===== src/rtl/alu_op_sequencer_if.sv =====
`default_nettype none
// ============================================================================
// Module   : alu_op_sequencer_if
// Brief    : Handshake, instruction and datapath-control bundle between a
//            host and the alu_op_sequencer.
// Revision : 1.0 - initial release
// ============================================================================
interface alu_op_sequencer_if #(
    parameter int DATA_W   = 32,
    parameter int NUM_REGS = 16,
    parameter int OPC_W    = 5
);
    logic                start;
    logic                mem_ready;
    logic [DATA_W-1:0]   ir;
    logic                PCout, Zlowout, Zhighout, MDRout;
    logic                MARin, PCin, MDRin, IRin, Yin, Zlowin, Zhighin;
    logic                HIin, LOin, IncPC, Read;
    logic [NUM_REGS-1:0] reg_out_sel;
    logic [NUM_REGS-1:0] reg_in_sel;
    logic [OPC_W-1:0]    alu_op;
    logic                busy, done, illegal;

    modport master (
        output start, mem_ready, ir,
        input  PCout, Zlowout, Zhighout, MDRout,
        input  MARin, PCin, MDRin, IRin, Yin, Zlowin, Zhighin,
        input  HIin, LOin, IncPC, Read,
        input  reg_out_sel, reg_in_sel, alu_op, busy, done, illegal
    );

    modport slave (
        input  start, mem_ready, ir,
        output PCout, Zlowout, Zhighout, MDRout,
        output MARin, PCin, MDRin, IRin, Yin, Zlowin, Zhighin,
        output HIin, LOin, IncPC, Read,
        output reg_out_sel, reg_in_sel, alu_op, busy, done, illegal
    );
endinterface
`default_nettype wire


===== src/rtl/alu_op_sequencer.sv =====
`default_nettype none
// ============================================================================
// Module   : alu_op_sequencer
// Brief    : Fetch/execute control FSM for the Mini-SRC datapath; runs one
//            three-register ALU instruction per start. SEQ_MULDIV_EN adds
//            the MUL/DIV HI/LO path (state T6).
// Revision : 1.0 - initial release
// ============================================================================
module alu_op_sequencer #(
    parameter int DATA_W   = 32,
    parameter int NUM_REGS = 16,
    parameter int OPC_W    = 5
) (
    input  wire logic         clock,
    input  wire logic         clear,
    alu_op_sequencer_if.slave bus
);
    localparam int REG_W   = $clog2(NUM_REGS);
    localparam int FLD_LSB = DATA_W - OPC_W - 3*REG_W;

    localparam logic [OPC_W-1:0] C_OP_SUB = OPC_W'(5'b00011);
    localparam logic [OPC_W-1:0] C_OP_ADD = OPC_W'(5'b00100);
    localparam logic [OPC_W-1:0] C_OP_AND = OPC_W'(5'b00101);
    localparam logic [OPC_W-1:0] C_OP_OR  = OPC_W'(5'b00110);
`ifdef SEQ_MULDIV_EN
    localparam logic [OPC_W-1:0] C_OP_MUL = OPC_W'(5'b01111);
    localparam logic [OPC_W-1:0] C_OP_DIV = OPC_W'(5'b10000);
`endif

    typedef enum logic [3:0] {
        S_IDLE = 4'd0,
        S_T0   = 4'd1,
        S_T1   = 4'd2,
        S_T2   = 4'd3,
        S_T3   = 4'd4,
        S_T4   = 4'd5,
        S_T5   = 4'd6,
        S_T2X  = 4'd7
`ifdef SEQ_MULDIV_EN
        , S_T6 = 4'd8
`endif
    } state_t;

    state_t r_state;

    logic [OPC_W-1:0] w_opcode;
    logic [REG_W-1:0] w_ra, w_rb, w_rc;
    logic             w_is_alu3, w_is_muldiv, w_legal;

    assign w_opcode = bus.ir[DATA_W-1 -: OPC_W];
    assign w_ra     = bus.ir[DATA_W-OPC_W-1 -: REG_W];
    assign w_rb     = bus.ir[DATA_W-OPC_W-REG_W-1 -: REG_W];
    assign w_rc     = bus.ir[DATA_W-OPC_W-2*REG_W-1 -: REG_W];

    generate
        if (FLD_LSB > 0) begin : g_ir_spare
            logic w_unused_ir;
            assign w_unused_ir = ^bus.ir[FLD_LSB-1:0];
        end
    endgenerate

    function automatic logic [NUM_REGS-1:0] onehot(input logic [REG_W-1:0] idx);
        logic [NUM_REGS-1:0] v;
        v      = '0;
        v[idx] = 1'b1;
        return v;
    endfunction

    // MUL/DIV leave ra unused, so only rb/rc are range-checked for them
    always_comb begin
        w_is_alu3 = (w_opcode == C_OP_SUB) || (w_opcode == C_OP_ADD) ||
                    (w_opcode == C_OP_AND) || (w_opcode == C_OP_OR);
`ifdef SEQ_MULDIV_EN
        w_is_muldiv = (w_opcode == C_OP_MUL) || (w_opcode == C_OP_DIV);
`else
        w_is_muldiv = 1'b0;
`endif
        w_legal = ((w_is_alu3 && (int'(w_ra) < NUM_REGS)) || w_is_muldiv) &&
                  (int'(w_rb) < NUM_REGS) && (int'(w_rc) < NUM_REGS);
    end

    always_ff @(posedge clock or posedge clear) begin
        if (clear) begin
            r_state <= S_IDLE;
        end else begin
            case (r_state)
                S_IDLE: if (bus.start) r_state <= S_T0;
                S_T0:   r_state <= S_T1;
                S_T1:   if (bus.mem_ready) r_state <= S_T2;
                S_T2:   r_state <= S_T3;
                S_T3:   r_state <= w_legal ? S_T4 : S_T2X;
                S_T4:   r_state <= S_T5;
`ifdef SEQ_MULDIV_EN
                S_T5:   r_state <= w_is_muldiv ? S_T6 : S_IDLE;
                S_T6:   r_state <= S_IDLE;
`else
                S_T5:   r_state <= S_IDLE;
`endif
                default: r_state <= S_IDLE;
            endcase
        end
    end

    always_comb begin
        bus.PCout       = 1'b0;
        bus.Zlowout     = 1'b0;
        bus.MDRout      = 1'b0;
        bus.MARin       = 1'b0;
        bus.PCin        = 1'b0;
        bus.MDRin       = 1'b0;
        bus.IRin        = 1'b0;
        bus.Yin         = 1'b0;
        bus.Zlowin      = 1'b0;
        bus.IncPC       = 1'b0;
        bus.Read        = 1'b0;
        bus.reg_out_sel = '0;
        bus.reg_in_sel  = '0;
        bus.alu_op      = '0;
        bus.done        = 1'b0;
        bus.illegal     = 1'b0;
`ifdef SEQ_MULDIV_EN
        bus.Zhighout    = 1'b0;
        bus.Zhighin     = 1'b0;
        bus.HIin        = 1'b0;
        bus.LOin        = 1'b0;
`endif
        bus.busy        = (r_state != S_IDLE);
        case (r_state)
            S_T0: begin
                bus.PCout  = 1'b1;
                bus.MARin  = 1'b1;
                bus.IncPC  = 1'b1;
                bus.Zlowin = 1'b1;
            end
            S_T1: begin
                bus.Zlowout = 1'b1;
                bus.PCin    = 1'b1;
                bus.Read    = 1'b1;
                bus.MDRin   = 1'b1;
            end
            S_T2: begin
                bus.MDRout = 1'b1;
                bus.IRin   = 1'b1;
            end
            S_T3: begin
                if (w_legal) begin
                    bus.reg_out_sel = onehot(w_rb);
                    bus.Yin         = 1'b1;
                end
            end
            S_T4: begin
                bus.reg_out_sel = onehot(w_rc);
                bus.alu_op      = w_opcode;
                bus.Zlowin      = 1'b1;
`ifdef SEQ_MULDIV_EN
                bus.Zhighin     = w_is_muldiv;
`endif
            end
            S_T5: begin
                bus.Zlowout = 1'b1;
`ifdef SEQ_MULDIV_EN
                if (w_is_muldiv) begin
                    bus.LOin = 1'b1;
                end else begin
                    bus.reg_in_sel = onehot(w_ra);
                    bus.done       = 1'b1;
                end
`else
                bus.reg_in_sel = onehot(w_ra);
                bus.done       = 1'b1;
`endif
            end
`ifdef SEQ_MULDIV_EN
            S_T6: begin
                bus.Zhighout = 1'b1;
                bus.HIin     = 1'b1;
                bus.done     = 1'b1;
            end
`endif
            S_T2X:   bus.illegal = 1'b1;
            default: ;
        endcase
    end

`ifndef SEQ_MULDIV_EN
    assign bus.Zhighout = 1'b0;
    assign bus.Zhighin  = 1'b0;
    assign bus.HIin     = 1'b0;
    assign bus.LOin     = 1'b0;
`endif

endmodule
`default_nettype wire


===== src/flat_wrapper.sv =====
// flat-port wrapper written by rule: the top's interface ports become plain ports
module alu_op_sequencer_flat 
#(
    parameter int DATA_W   = 32,
    parameter int NUM_REGS = 16,
    parameter int OPC_W    = 5
)
  (clock, clear, bus_start, bus_mem_ready, bus_ir, bus_PCout, bus_Zlowout, bus_Zhighout, bus_MDRout, bus_MARin, bus_PCin, bus_MDRin, bus_IRin, bus_Yin, bus_Zlowin, bus_Zhighin, bus_HIin, bus_LOin, bus_IncPC, bus_Read, bus_reg_out_sel, bus_reg_in_sel, bus_alu_op, bus_busy, bus_done, bus_illegal);
  alu_op_sequencer_if #(.DATA_W(DATA_W), .NUM_REGS(NUM_REGS), .OPC_W(OPC_W)) bus_i ();
  input  wire logic clock;
  input  wire logic clear;
  input wire logic [$bits(bus_i.start)-1:0] bus_start;
  input wire logic [$bits(bus_i.mem_ready)-1:0] bus_mem_ready;
  input wire logic [$bits(bus_i.ir)-1:0] bus_ir;
  output wire logic [$bits(bus_i.PCout)-1:0] bus_PCout;
  output wire logic [$bits(bus_i.Zlowout)-1:0] bus_Zlowout;
  output wire logic [$bits(bus_i.Zhighout)-1:0] bus_Zhighout;
  output wire logic [$bits(bus_i.MDRout)-1:0] bus_MDRout;
  output wire logic [$bits(bus_i.MARin)-1:0] bus_MARin;
  output wire logic [$bits(bus_i.PCin)-1:0] bus_PCin;
  output wire logic [$bits(bus_i.MDRin)-1:0] bus_MDRin;
  output wire logic [$bits(bus_i.IRin)-1:0] bus_IRin;
  output wire logic [$bits(bus_i.Yin)-1:0] bus_Yin;
  output wire logic [$bits(bus_i.Zlowin)-1:0] bus_Zlowin;
  output wire logic [$bits(bus_i.Zhighin)-1:0] bus_Zhighin;
  output wire logic [$bits(bus_i.HIin)-1:0] bus_HIin;
  output wire logic [$bits(bus_i.LOin)-1:0] bus_LOin;
  output wire logic [$bits(bus_i.IncPC)-1:0] bus_IncPC;
  output wire logic [$bits(bus_i.Read)-1:0] bus_Read;
  output wire logic [$bits(bus_i.reg_out_sel)-1:0] bus_reg_out_sel;
  output wire logic [$bits(bus_i.reg_in_sel)-1:0] bus_reg_in_sel;
  output wire logic [$bits(bus_i.alu_op)-1:0] bus_alu_op;
  output wire logic [$bits(bus_i.busy)-1:0] bus_busy;
  output wire logic [$bits(bus_i.done)-1:0] bus_done;
  output wire logic [$bits(bus_i.illegal)-1:0] bus_illegal;
  assign bus_i.start = bus_start;
  assign bus_i.mem_ready = bus_mem_ready;
  assign bus_i.ir = bus_ir;
  assign bus_PCout = bus_i.PCout;
  assign bus_Zlowout = bus_i.Zlowout;
  assign bus_Zhighout = bus_i.Zhighout;
  assign bus_MDRout = bus_i.MDRout;
  assign bus_MARin = bus_i.MARin;
  assign bus_PCin = bus_i.PCin;
  assign bus_MDRin = bus_i.MDRin;
  assign bus_IRin = bus_i.IRin;
  assign bus_Yin = bus_i.Yin;
  assign bus_Zlowin = bus_i.Zlowin;
  assign bus_Zhighin = bus_i.Zhighin;
  assign bus_HIin = bus_i.HIin;
  assign bus_LOin = bus_i.LOin;
  assign bus_IncPC = bus_i.IncPC;
  assign bus_Read = bus_i.Read;
  assign bus_reg_out_sel = bus_i.reg_out_sel;
  assign bus_reg_in_sel = bus_i.reg_in_sel;
  assign bus_alu_op = bus_i.alu_op;
  assign bus_busy = bus_i.busy;
  assign bus_done = bus_i.done;
  assign bus_illegal = bus_i.illegal;
  alu_op_sequencer #(.DATA_W(DATA_W), .NUM_REGS(NUM_REGS), .OPC_W(OPC_W)) u_core (.clock(clock), .clear(clear), .bus(bus_i));
endmodule

===== config.mk =====
export PLATFORM = sky130hd
export DESIGN_NAME = alu_op_sequencer_flat
export DESIGN_NICKNAME = d
export VERILOG_FILES = /design/src/rtl/alu_op_sequencer_if.sv /design/src/rtl/alu_op_sequencer.sv /design/src/flat_wrapper.sv
export SDC_FILE = /design/constraint.sdc
export NUM_CORES = 1
export LEC_CHECK = 0
export ABC_CLOCK_PERIOD_IN_PS = 1700
export CAP_MARGIN = 0
export CORE_MARGIN = 10
export CORE_UTILIZATION = 27
export DETAILED_ROUTE_END_ITERATION = 10
export GPL_ROUTABILITY_DRIVEN = 1
export PLACE_DENSITY = 0.8
export SLEW_MARGIN = 10
export SYNTH_ARGS = -nofsm -noshare
export SYNTH_HDL_FRONTEND = slang
export SYNTH_SLANG_ARGS = --single-unit

===== constraint.sdc =====
create_clock -name clock -period 1.7 [get_ports clock]
set_input_delay 0.255 -clock clock [delete_from_list [all_inputs] [get_ports clock]]
set_output_delay 0.255 -clock clock [all_outputs]
set_load 0.01 [all_outputs]

==> results.toml <==
[status]
status = "finished with violations"
violations = "negative setup slack"

[yosys]
ys_seq_elements = 3
syn-mean-instance-area_um2 = 5.991
synth_most_common_cell = "nor2_1"
synth.yosys.warnings = 0
syn_inst = 132
synth_top_area_cell = "nor2_1"
synthTopCellsByCount = "nor2_1 (27), nand2_1 (20), buf_4 (10), a21oi_1 (9), nor2b_1 (8)"
ys_top_cells_by_area = "nor2_1 (13%), buf_4 (9.5%), dfrtp_1 (9.5%)"
yosysTopAreaCellShare_pct = 12.82
synth_edf_count = 0
synth_ff_type = "dfrtp_1"
synth.cell_area_um2 = 790.8
synth_seq_area_share_pct = 9.494
ys_types = 29
async_flop_share_pct = 100.0

[worst_setup_path]
r2r-start = "u_core.r_state[0]"
crit_chain = "and2b_2 > and2_4 > or3b_4 > nor3_4 > buf_6"
slowest_delay_ps = 430
r2r_setup_slack_ps = 440
cp_data_required_time_ps = 1440
worst-setup-path-type = "register to primary output"
crit_slowest_cell = "or3b_4"
worst-path-buf-inv = 1
arrival_ps = 1660
r2r_end = "u_core.r_state[1]"
cp-start-kind = "register"
reg2regPathDepth = 6
end_kind = "primary output"
cp_max_fo = 4
cp.depth = 5
crit_family = "simple AND/OR/NAND/NOR gates"

[job]
maxCapViolations = 0

[die]
io-pin-count = 91
die_w_um = 74.12
die_h_um = 74.12
initial_utilization_pct = 28.43
core-area_um2 = 2781
die_area_um2 = 5493
rows = 19

[pwr]
peakVddDrop_mv = 0.6258
power_mw = 1.298
leakage_nw = 0.8863
p_per_area_nw_per_um2 = 761.8

[drt]
ant_nets = 0
vias_per_cell = 5.042
wirelength_um = 3853
via_count = 1306
dr.first_iter.drc_count = 46
drt-pass1-iter-count = 4
drc = 0
post_drt_wl_per_cell_um = 14.88

[sta]
hold_viol_final = 0
layout_min_cycle_time_ps = 1918
setup_ws_ps = -218.0
rsz0062_at_grt = "yes"
skew_ps = 0.8518
finalSetupViolCount = 33
fin_crit_sh_pct = 112.8
max_freq_ghz = 0.5214
slew_violations = 0

[clock_tree]
cts_root_buf = "clkbuf_4"
cts_tree = "yes"
cts_sinks = 3
cts_hold_buf = 0
clk_latency_ps = 240
htreeDepth = 1
cts.clk_slew.worst_paths_ps = 40
clockBufferDepth = 2
numCtsBuffers = 3

[finish]
synthToLayoutAreaGrowth_pct = 115.5
nets = 265
postLayoutCellArea_um2 = 1704
top_register = "u_core.r_state"
final_cell_count_no_fill = 259
largest_register_ffs = 3
top_regs = "u_core.r_state: 3 flops"
final_layout_size_suffix_gt1_share_pct = 46.93
diodes = 0

[placed_design]
place_area_um2 = 1667
hpwlAfterDp_um = 2954
io_buffer_count = 71
gp_congestion = 0.8710
place_inst = 249

[grt]
grt-ovfl-total = 0
antenna_found_initial = 0
grt_pass1_wl_um = 5616
grt_max_degree = 15
gr-usage-all-layers_pct = 12.36
first_global_vias = 1250

[min_path]
hold_class = "input pin to async pin"
logic make-up (layout without fill, tap and decap cells):
| group | Yosys count | after routing | synth area share, % |
|---|---|---|---|
| AO/OA/AOI/OAI | 20 | 20 | 16.14 |
| flip-flops | 3 | 3 | 9.493 |
| other | 1 | 4 | 0.4742 |
| AND/OR/NAND/NOR | 93 | 93 | 61.87 |
| buffers and inverters | 15 | 108 | 12.03 |
per-stage QoR:
| step | TNS, ps | hold slack, ps | worst slack (ps) | util [%] |
|---|---|---|---|---|
| final | -3314 | 185.0 | -218.0 | 61.27 |
| after global routing | -5831 | 195.3 | -274.8 | 61.27 |
| after global placement | -15840 | 435.1 | -653.8 | 59.92 |
| after CTS | -2947 | 192.3 | -229.1 | 59.06 |
| after detailed placement | -16260 | 437.5 | -682.6 | 59.92 |
| after floorplan | -54.53 | 8.644 | -26.87 | - |
per-layer routing:
| layer | up-vias | share of wire [%] | routed length (um) | GRT usage (%) |
|---|---|---|---|---|
| met3 | 2 | 13 | 517 | 4.388 |
| li1 | 634 | - | - | - |
| met2 | 77 | 48 | 1854 | 21.88 |
| met5 | - | 0 | 0 | 0 |
| met4 | 0 | 0.21 | 8 | 3.313 |
| met1 | 593 | 38 | 1473 | 13.61 |
report_power, final:
part           switching, mW  internal, mW  total, mW
sequential            0.0231         0.104      0.128
clock                 0.0425        0.0883      0.131
combinational          0.504         0.536       1.04
total                  0.570         0.729       1.30
layout make-up:
class                           count  area [um2]
Sequential cell                     3       75.07
Timing Repair Buffer              102       757.0
Tap cell                           31       38.79
Fill cell                         277        1077
Multi-Input combinational cell    117       799.5
Clock buffer                        4       26.28
Inverter                            2       7.507
placed cells by master (no fill, tap or decap), types with 3 or more instances in the layout:
master / count
nand4b_1: 3
a21oi_1: 6
nor2_2: 7
and2_1: 6
nor2_1: 19
buf_2: 31
clkbuf_4: 3
buf_6: 5
buf_4: 27
nand2_1: 19
nor3_2: 3
clkdlybuf4s50_1: 10
clkbuf_2: 6
conb_1: 4
dfrtp_1: 3
nand3b_1: 3
a32oi_1: 4
nor2b_4: 3
nor2b_1: 3
dlygate4sd2_1: 19
worst max path at each step:
stage	startpoint	endpoint	slack, ps
after floorplan	u_core.r_state[0]	bus_reg_in_sel[0]	-30
after global placement	bus_ir[29]	bus_reg_out_sel[3]	-650
after detailed placement	bus_ir[29]	bus_reg_out_sel[2]	-680
after CTS	u_core.r_state[0]	bus_reg_in_sel[0]	-230
after global routing	u_core.r_state[0]	bus_reg_in_sel[0]	-270
final	u_core.r_state[0]	bus_reg_in_sel[0]	-220
timing repair:
item | 4_1_cts | 5_1_grt
pin swaps | 17 | 18
cloned | 1 | 0
setup buffers | 2 | 3
setup endpoints to repair | 51 | 46
resized for setup | 189 | 29
No activity file was read; power rests on OpenSTA's default activity.
